===== src/rtl/ternary_dense_acc_pkg.sv =====
// Shared definitions for the dense-layer-1 ternary accumulator.
// Holds the weight codes, the FSM state type and the weight decoder.
package ternary_pkg;

  localparam logic [1:0] W_ZERO = 2'b00;
  localparam logic [1:0] W_POS  = 2'b01;
  localparam logic [1:0] W_NEG  = 2'b11;
  localparam logic [1:0] W_RSVD = 2'b10;

  typedef enum logic {
    RUN = 1'b0,
    OUT = 1'b1
  } state_t;

  // The reserved code decodes to zero, the same as W_ZERO.
  function automatic logic signed [1:0] ternary_decode(input logic [1:0] code);
    logic signed [1:0] w;
    case (code)
      W_POS:   w = 2'sb01;
      W_NEG:   w = 2'sb11;
      default: w = 2'sb00;
    endcase
    return w;
  endfunction

endpackage


===== src/rtl/ternary_dense_acc_if.sv =====
// Bundles the activation stream, the weight-ROM port and the result stream.
// The master modport is the accumulator side; the slave is its environment.
interface ternary_dense_acc_if #(
  parameter int D1_BW_A     = 8,
  parameter int D1_BW_W     = 2,
  parameter int LOG2_D1_CYC = 9
) ();
  localparam int ACC_W = D1_BW_A + LOG2_D1_CYC + 1;

  logic signed [D1_BW_A-1:0] in_data;
  logic                      in_valid;
  logic                      in_ready;
  logic [LOG2_D1_CYC-1:0]    d1_cntr;
  logic [D1_BW_W-1:0]        dw_1;
  logic signed [ACC_W-1:0]   out_data;
  logic                      out_valid;
  logic                      out_ready;

  modport master (
    input  in_data, in_valid, dw_1, out_ready,
    output in_ready, d1_cntr, out_data, out_valid
  );

  modport slave (
    output in_data, in_valid, dw_1, out_ready,
    input  in_ready, d1_cntr, out_data, out_valid
  );
endinterface


===== src/rtl/ternary_dense_acc_term.sv =====
// Combinational product of one signed activation and one ternary weight code,
// sign-extended to the accumulator width.
module ternary_term
  import ternary_pkg::*;
#(
  parameter int D1_BW_A = 8,
  parameter int D1_BW_W = 2,
  parameter int ACC_W   = 18
) (
  input  logic signed [D1_BW_A-1:0] in_data,
  input  logic [D1_BW_W-1:0]        dw,
  output logic signed [ACC_W-1:0]   term
);

  logic signed [ACC_W-1:0] ext;
  logic signed [1:0]       w;

  // Negation happens after widening, so the most negative activation negates exactly.
  assign ext = ACC_W'(in_data);
  assign w   = ternary_decode(dw);

  always_comb begin
    term = '0;
    if (w == 2'sb01) begin
      term = ext;
    end else if (w == 2'sb11) begin
      term = -ext;
    end
  end

endmodule


===== src/rtl/ternary_dense_acc.sv =====
// Streams activations against ROM weights and emits one dot product per frame.
// Optional macro D1_RELU_EN clamps negative frame results to zero.
module ternary_dense_acc
  import ternary_pkg::*;
#(
  parameter int D1_BW_A     = 8,
  parameter int D1_BW_W     = 2,
  parameter int LOG2_D1_CYC = 9,
  parameter int D1_CYC      = 512
) (
  input  logic                clk,
  input  logic                rst_n,
  ternary_dense_acc_if.master bus
);

  localparam int ACC_W = D1_BW_A + LOG2_D1_CYC + 1;
  localparam logic [LOG2_D1_CYC-1:0] LAST_ADDR = LOG2_D1_CYC'(D1_CYC - 1);

  state_t                   state_q, state_d;
  logic [LOG2_D1_CYC-1:0]   cntr_q, cntr_d;
  logic signed [ACC_W-1:0]  acc_q, acc_d;
  logic signed [ACC_W-1:0]  out_data_q, out_data_d;
  logic                     out_valid_q, out_valid_d;

  logic signed [ACC_W-1:0]  term;
  logic signed [ACC_W-1:0]  sum;
  logic signed [ACC_W-1:0]  result;
  logic                     in_ready;
  logic                     beat;

  ternary_term #(
    .D1_BW_A (D1_BW_A),
    .D1_BW_W (D1_BW_W),
    .ACC_W   (ACC_W)
  ) u_term (
    .in_data (bus.in_data),
    .dw      (bus.dw_1),
    .term    (term)
  );

  assign in_ready = (state_q == RUN);
  assign beat     = bus.in_valid & in_ready;
  assign sum      = acc_q + term;

`ifdef D1_RELU_EN
  assign result = sum[ACC_W-1] ? '0 : sum;
`else
  assign result = sum;
`endif

  always_comb begin
    state_d     = state_q;
    cntr_d      = cntr_q;
    acc_d       = acc_q;
    out_data_d  = out_data_q;
    out_valid_d = out_valid_q;
    case (state_q)
      RUN: begin
        if (beat) begin
          if (cntr_q == LAST_ADDR) begin
            out_data_d  = result;
            out_valid_d = 1'b1;
            acc_d       = '0;
            cntr_d      = '0;
            state_d     = OUT;
          end else begin
            acc_d  = sum;
            cntr_d = cntr_q + 1'b1;
          end
        end
      end
      OUT: begin
        if (bus.out_ready) begin
          out_valid_d = 1'b0;
          state_d     = RUN;
        end
      end
      default: state_d = RUN;
    endcase
  end

  always_ff @(posedge clk or negedge rst_n) begin
    if (!rst_n) begin
      state_q     <= RUN;
      cntr_q      <= '0;
      acc_q       <= '0;
      out_data_q  <= '0;
      out_valid_q <= 1'b0;
    end else begin
      state_q     <= state_d;
      cntr_q      <= cntr_d;
      acc_q       <= acc_d;
      out_data_q  <= out_data_d;
      out_valid_q <= out_valid_d;
    end
  end

  assign bus.in_ready  = in_ready;
  assign bus.d1_cntr   = cntr_q;
  assign bus.out_data  = out_data_q;
  assign bus.out_valid = out_valid_q;

endmodule


===== src/flat_wrapper.sv =====
// flat-port wrapper written by rule: the top's interface ports become plain ports
module ternary_dense_acc_flat import ternary_pkg::*;
#(
  parameter int D1_BW_A     = 8,
  parameter int D1_BW_W     = 2,
  parameter int LOG2_D1_CYC = 9,
  parameter int D1_CYC      = 512
)
  (clk, rst_n, bus_in_data, bus_in_valid, bus_dw_1, bus_out_ready, bus_in_ready, bus_d1_cntr, bus_out_data, bus_out_valid);
  ternary_dense_acc_if #(.D1_BW_A(D1_BW_A), .D1_BW_W(D1_BW_W), .LOG2_D1_CYC(LOG2_D1_CYC)) bus_i ();
  input  logic clk;
  input  logic rst_n;
  input wire logic [$bits(bus_i.in_data)-1:0] bus_in_data;
  input wire logic [$bits(bus_i.in_valid)-1:0] bus_in_valid;
  input wire logic [$bits(bus_i.dw_1)-1:0] bus_dw_1;
  input wire logic [$bits(bus_i.out_ready)-1:0] bus_out_ready;
  output wire logic [$bits(bus_i.in_ready)-1:0] bus_in_ready;
  output wire logic [$bits(bus_i.d1_cntr)-1:0] bus_d1_cntr;
  output wire logic [$bits(bus_i.out_data)-1:0] bus_out_data;
  output wire logic [$bits(bus_i.out_valid)-1:0] bus_out_valid;
  assign bus_i.in_data = bus_in_data;
  assign bus_i.in_valid = bus_in_valid;
  assign bus_i.dw_1 = bus_dw_1;
  assign bus_i.out_ready = bus_out_ready;
  assign bus_in_ready = bus_i.in_ready;
  assign bus_d1_cntr = bus_i.d1_cntr;
  assign bus_out_data = bus_i.out_data;
  assign bus_out_valid = bus_i.out_valid;
  ternary_dense_acc #(.D1_BW_A(D1_BW_A), .D1_BW_W(D1_BW_W), .LOG2_D1_CYC(LOG2_D1_CYC), .D1_CYC(D1_CYC)) u_core (.clk(clk), .rst_n(rst_n), .bus(bus_i));
endmodule

===== config.mk =====
export PLATFORM = sky130hd
export DESIGN_NAME = ternary_dense_acc_flat
export DESIGN_NICKNAME = d
export VERILOG_FILES = /design/src/rtl/ternary_dense_acc_pkg.sv /design/src/rtl/ternary_dense_acc_if.sv /design/src/rtl/ternary_dense_acc_term.sv /design/src/rtl/ternary_dense_acc.sv /design/src/flat_wrapper.sv
export SDC_FILE = /design/constraint.sdc
export NUM_CORES = 1
export LEC_CHECK = 0
export ABC_AREA = 1
export CAP_MARGIN = 20
export CORE_ASPECT_RATIO = 1.2
export CORE_MARGIN = 5
export CORE_UTILIZATION = 55
export DETAILED_ROUTE_END_ITERATION = 7
export PLACE_DENSITY = 0.79
export SLEW_MARGIN = 20
export SYNTH_ARGS = -nofsm -noshare
export SYNTH_HDL_FRONTEND = slang
export SYNTH_HIERARCHICAL = 1
export SYNTH_SLANG_ARGS = --single-unit

===== constraint.sdc =====
create_clock -name clk -period 3.4 [get_ports clk]
set_input_delay 0.68 -clock clk [delete_from_list [all_inputs] [get_ports clk]]
set_output_delay 0.68 -clock clk [all_outputs]
set_load 0.01 [all_outputs]

==> tab_implementation.tex, run 1 <==
\begin{tabular}{lr}
\hline
Metric & Value \\
\hline
\multicolumn{2}{l}{\textbf{Power}} \\
Post-route total power & 2.415 mW \\
Net switching power figure & 1.004 mW \\
Power Internal & approximately 1.4 mW \\
Flop pwr share & 34.7\% \\
Combinational cell fraction of total power & 47.6\% \\
Power Dens Cells & 627.6 nW/um\^{}2 \\
Static Leakage & 2.050 nW \\
Switching power as a share of total power & between 40\% and 50\% \\
Maximum vdd ir drop & around 460 uV \\
Proportion of power drawn by the clock network & approximately 18\% \\
\multicolumn{2}{l}{\textbf{Timing}} \\
Smallest setup slack after layout & approximately 0.29 ns \\
Max Clock Freq & about 0.32 GHz \\
Part of the cycle the worst path needs & 91.61\% \\
Minimum period implied by the final worst setup slack & slightly above 3 ns \\
Transition time at the pin with the least slew margin & between 0.6 and 0.7 ns \\
Worst max-slew margin expressed relative to the limit & 59.55\% \\
Number of hold-slack violations in the final timing report & 0 \\
Count of final max-slew check failures & 0 \\
Number of endpoints failing setup at the final stage & 0 \\
Setup repair after global routing missed its margin & false \\
Final setup skew & about 0.012 ns \\
\multicolumn{2}{l}{\textbf{GRT}} \\
Final global-route overflow total & 0 \\
Vias in the first global route & between 3000 and 4000 \\
Antenna violations before repair & 0 \\
Maximum number of pins on one net before global-route repair & 48 \\
First-pass GRT wire length & $\sim$13000 um \\
GRT Overall Usage & 22.38\% \\
\multicolumn{2}{l}{\textbf{Worst setup path}} \\
Worst flop-to-flop path endpoint & u\_core/bus.out\_data[12] \\
Launch point of the worst reg-to-reg path & u\_core/acc\_q[0] \\
Crit path max fanout & 5 \\
Setup crit start kind & input pin \\
Setup slack on the worst flop-to-flop path & roughly 1.3 ns \\
Highest-delay cell along the critical path & sky130\_fd\_sc\_hd\_\_clkdlybuf4s50\_1 \\
Family with the most delay on the worst path & simple AND/OR/NAND/NOR gates \\
Slowest Stage Delay on Critical Path & between 0.4 and 0.5 ns \\
Buffers and inverters on the worst path & 1 \\
Critical-path cell list & clkdlybuf4s50\_1, nor2\_2, nand3\_2, or2\_1, ha\_1, o21ai\_0, ha\_1, nand2\_1, nand2\_1, a21oi\_1, nor2\_1, nor2\_2, nand3b\_1, nand3\_1, nand2\_1 \\
Element type at the critical path end & flop \\
CP most frequent cell & sky130\_fd\_sc\_hd\_\_nand2\_1 \\
Arrival time at the worst endpoint & 3.32 ns \\
Worst Path Required & around 3.6 ns \\
FF-to-FF path depth & 13 \\
Critical setup path kind & input pin to flop \\
\multicolumn{2}{l}{\textbf{Outcome}} \\
Outcome & completed \\
\multicolumn{2}{l}{\textbf{Job}} \\
Count of maximum capacitance violations & 0 \\
\multicolumn{2}{l}{\textbf{Clock tree}} \\
Setup repair bufs after CTS & 0 \\
Maximum level of the CTS H-tree & 2 \\
Post-CTS resize count & 0 \\
Clock latency on the worst-skew pair & a little over 0.3 ns \\
CTS Hold Buffers Added & 0 \\
Bufs on Longest Clock Path & 2 \\
TritonCTS clock tree & built \\
CTS Sinks & between 40 and 50 \\
CTS clk-pin slew, worst paths & roughly 0.1 ns \\
Number of buffers created by CTS & 5 \\
Clock root buffer & sky130\_fd\_sc\_hd\_\_clkbuf\_8 \\
\multicolumn{2}{l}{\textbf{Layout}} \\
Final layout net count & 538 \\
Most common cell after layout, fill and taps aside & sky130\_fd\_sc\_hd\_\_nand2\_1 \\
Fraction of layout cells with a size suffix above 1 & 6.972\% \\
Most frequent cells in the layout & 172 x sky130\_fd\_sc\_hd\_\_nand2\_1, 48 x sky130\_fd\_sc\_hd\_\_inv\_1, 47 x sky130\_fd\_sc\_hd\_\_dfrtp\_1 \\
Antenna diode instance count & 0 \\
Share of the core filled with cells & 67.90\% \\
Final non-filler cell total & 582 \\
Synthesis-to-layout area growth & 19.83\% \\
\multicolumn{2}{l}{\textbf{Synth}} \\
Post-synth cell types & 32 \\
Fraction of the yosys area taken by sequential cells & between 30\% and 40\% \\
Cell area after synthesis & between 3000 and 4000 sq um \\
Gate Count Post-Synth & 452 \\
Number of synthesis warnings & 6 \\
Number of nets in the synthesized netlist & around 490 \\
Total of flip-flops plus latches after synthesis & 47 \\
Post-Synthesis Mean Instance Area & a little over 7 sq um \\
\multicolumn{2}{l}{\textbf{Routing}} \\
Post-detailed-route count of antenna-violating nets & 0 \\
Total routed wirelength & about 7900 um \\
Via count & about 3100 \\
1st-iter DRT viols & around 150 \\
Total DRC errors in the routed layout & 0 \\
Wire length per cell after detailed routing & approximately 13 um \\
Length of the first detailed-routing pass in iterations & 4 \\
Average vias per placed instance & between 5 and 6 \\
\multicolumn{2}{l}{\textbf{Placed design}} \\
Pre-CTS worst setup slack & -0.02812 ns \\
Quantity of I/O buffers inserted on ports & 42 \\
Number of cells in the design after placement & roughly 570 \\
Final weighted congestion in routability-driven placement & $\sim$0.9 \\
Dpl hpwl & $\sim$5800 um \\
\multicolumn{2}{l}{\textbf{Die}} \\
Number of top-level design ports & between 40 and 50 \\
Area inside the core boundary & around 5700 sq um \\
Die height & roughly 94 um \\
Die Wd & $\sim$80 um \\
Starting density of the core & between 50\% and 60\% \\
Total number of placement rows & 30 \\
Area of the die & roughly 7500 sq um \\
\multicolumn{2}{l}{\textbf{Worst hold path}} \\
Path type of the worst min-delay path & input pin to async pin \\
\hline
\end{tabular}
Yosys cell counts:
cell                         n  area share [%]
sky130_fd_sc_hd__a21oi_1    21             3.3
sky130_fd_sc_hd__a22o_1      1            0.27
sky130_fd_sc_hd__a31oi_1     1            0.19
sky130_fd_sc_hd__and2_1      2            0.39
sky130_fd_sc_hd__buf_1       1            0.12
sky130_fd_sc_hd__buf_2       4            0.62
sky130_fd_sc_hd__buf_6       3             1.1
sky130_fd_sc_hd__dfrtp_1    47              37
sky130_fd_sc_hd__fa_1        1            0.62
sky130_fd_sc_hd__ha_1       22             8.6
sky130_fd_sc_hd__inv_1      48             5.6
sky130_fd_sc_hd__inv_2       3            0.35
sky130_fd_sc_hd__nand2_1   172              20
sky130_fd_sc_hd__nand2_2     1            0.19
sky130_fd_sc_hd__nand3_1    33             5.1
sky130_fd_sc_hd__nand3_2     2            0.62
sky130_fd_sc_hd__nand3b_1    9             2.1
sky130_fd_sc_hd__nand4_1     4            0.78
sky130_fd_sc_hd__nor2_1     24             2.8
sky130_fd_sc_hd__nor2_2      5            0.97
sky130_fd_sc_hd__nor2_4      2            0.70
sky130_fd_sc_hd__nor3_1      6            0.93
sky130_fd_sc_hd__nor3b_2     1            0.39
sky130_fd_sc_hd__nor4_1      1            0.19
sky130_fd_sc_hd__nor4_2      1            0.39
sky130_fd_sc_hd__o21ai_0    23             3.6
sky130_fd_sc_hd__o21ai_1     1            0.16
sky130_fd_sc_hd__o21ai_2     3            0.82
sky130_fd_sc_hd__o22ai_1     1            0.19
sky130_fd_sc_hd__or2_1       3            0.58
sky130_fd_sc_hd__xnor2_1     4             1.1
sky130_fd_sc_hd__xor2_1      2            0.55
worst register-to-register path, cell delays in order (launching register included):
cell,delay (ns)
sky130_fd_sc_hd__dfrtp_1,0.36
sky130_fd_sc_hd__ha_1,0.21
sky130_fd_sc_hd__inv_1,0.07
sky130_fd_sc_hd__fa_1,0.41
sky130_fd_sc_hd__inv_1,0.10
sky130_fd_sc_hd__nand2_1,0.08
sky130_fd_sc_hd__o21ai_2,0.17
sky130_fd_sc_hd__nand2_1,0.07
sky130_fd_sc_hd__nand2_1,0.14
sky130_fd_sc_hd__nand2_1,0.09
sky130_fd_sc_hd__nand2_1,0.06
sky130_fd_sc_hd__nand2_1,0.06
sky130_fd_sc_hd__nand3_1,0.10
sky130_fd_sc_hd__nand2_1,0.06
state kept, by name (all words and copies together), names as in the netlist:
name and count:
u_core/acc_q 18, u_core/bus.out_valid 1, u_core/bus.out_data 18, u_core/state_q 1, u_core/bus.d1_cntr 9
per-stage QoR:
| step | hold slack, ns | TNS [ns] | area (sq um) |
|---|---|---|---|
| after detailed placement | 0.4687 | -0.05471 | 3730 |
| after CTS | 0.4932 | 0 | 3846 |
| final | 0.3714 | 0 | 3849 |
| after global routing | 0.4209 | 0 | 3849 |
| after floorplan | 0.3844 | 0 | 3212 |
| after global placement | 0.4627 | 0 | 3730 |
power groups by stage:
stage	Clock, mW	Sequential, mW	Combinational [mW]
2_1_floorplan	0	0.846	0.771
3_3_place_gp	0	0.841	1.10
3_5_place_dp	0	0.846	1.13
4_1_cts	0.433	0.837	1.14
5_1_grt	0.457	0.861	1.30
6_report	0.428	0.837	1.15
area by class of cell:
type,count,area [sq um]
Clock buffer,5,68.82
Inverter,51,191.4
Tap cell,80,100.1
Multi-Input combinational cell,346,1787
Timing Repair Buffer,50,478.0
Fill cell,481,1819
Clock inverter,3,47.55
Sequential cell,47,1176
per-layer routing:
metal / wire length (um) / track usage (%)
met1: 3414 / 27.70
met2: 3872 / 39.28
met5: 0 / 0
met3: 423 / 3.647
met4: 142 / 7.606
how the worst max path moves through the flow:
| stage | from | to | slack, ns | cells past startpoint |
|---|---|---|---|---|
| finish | bus_in_data[2] | u_core/bus.out_data[14] | 0.29 | 15 |
| global route | bus_in_data[2] | u_core/bus.out_data[17] | 0.005 | 15 |
| CTS | bus_in_data[2] | u_core/bus.out_data[14] | 0.29 | 15 |
| detailed placement | bus_in_data[2] | u_core/bus.out_data[17] | -0.03 | 15 |
| global placement | bus_in_data[2] | u_core/bus.out_data[17] | 0.04 | 15 |
| floorplan | bus_in_data[0] | u_core/bus.out_data[14] | 0.55 | 15 |
kinds of logic after synthesis:
group | Yosys count | synth area share, %
compound gates | 51 | 8.493
flops | 47 | 36.62
xor+xnor | 6 | 1.636
fa+ha+maj | 23 | 9.194
simple gates | 266 | 36.31
buf+inv | 59 | 7.752
Power figures use the tool's default switching activity.
==> inputs of run 2 (changes only) <==
--- a/config.mk
+++ b/config.mk
@@ -6,6 +6,7 @@
 export NUM_CORES = 1
 export LEC_CHECK = 0
 export ABC_AREA = 1
+export ABC_CLOCK_PERIOD_IN_PS = 3400
 export CAP_MARGIN = 20
 export CORE_ASPECT_RATIO = 1.2
 export CORE_MARGIN = 5
==> results of run 2 <==
The final DEF is identical to that of run 1; final timing and power are the same.
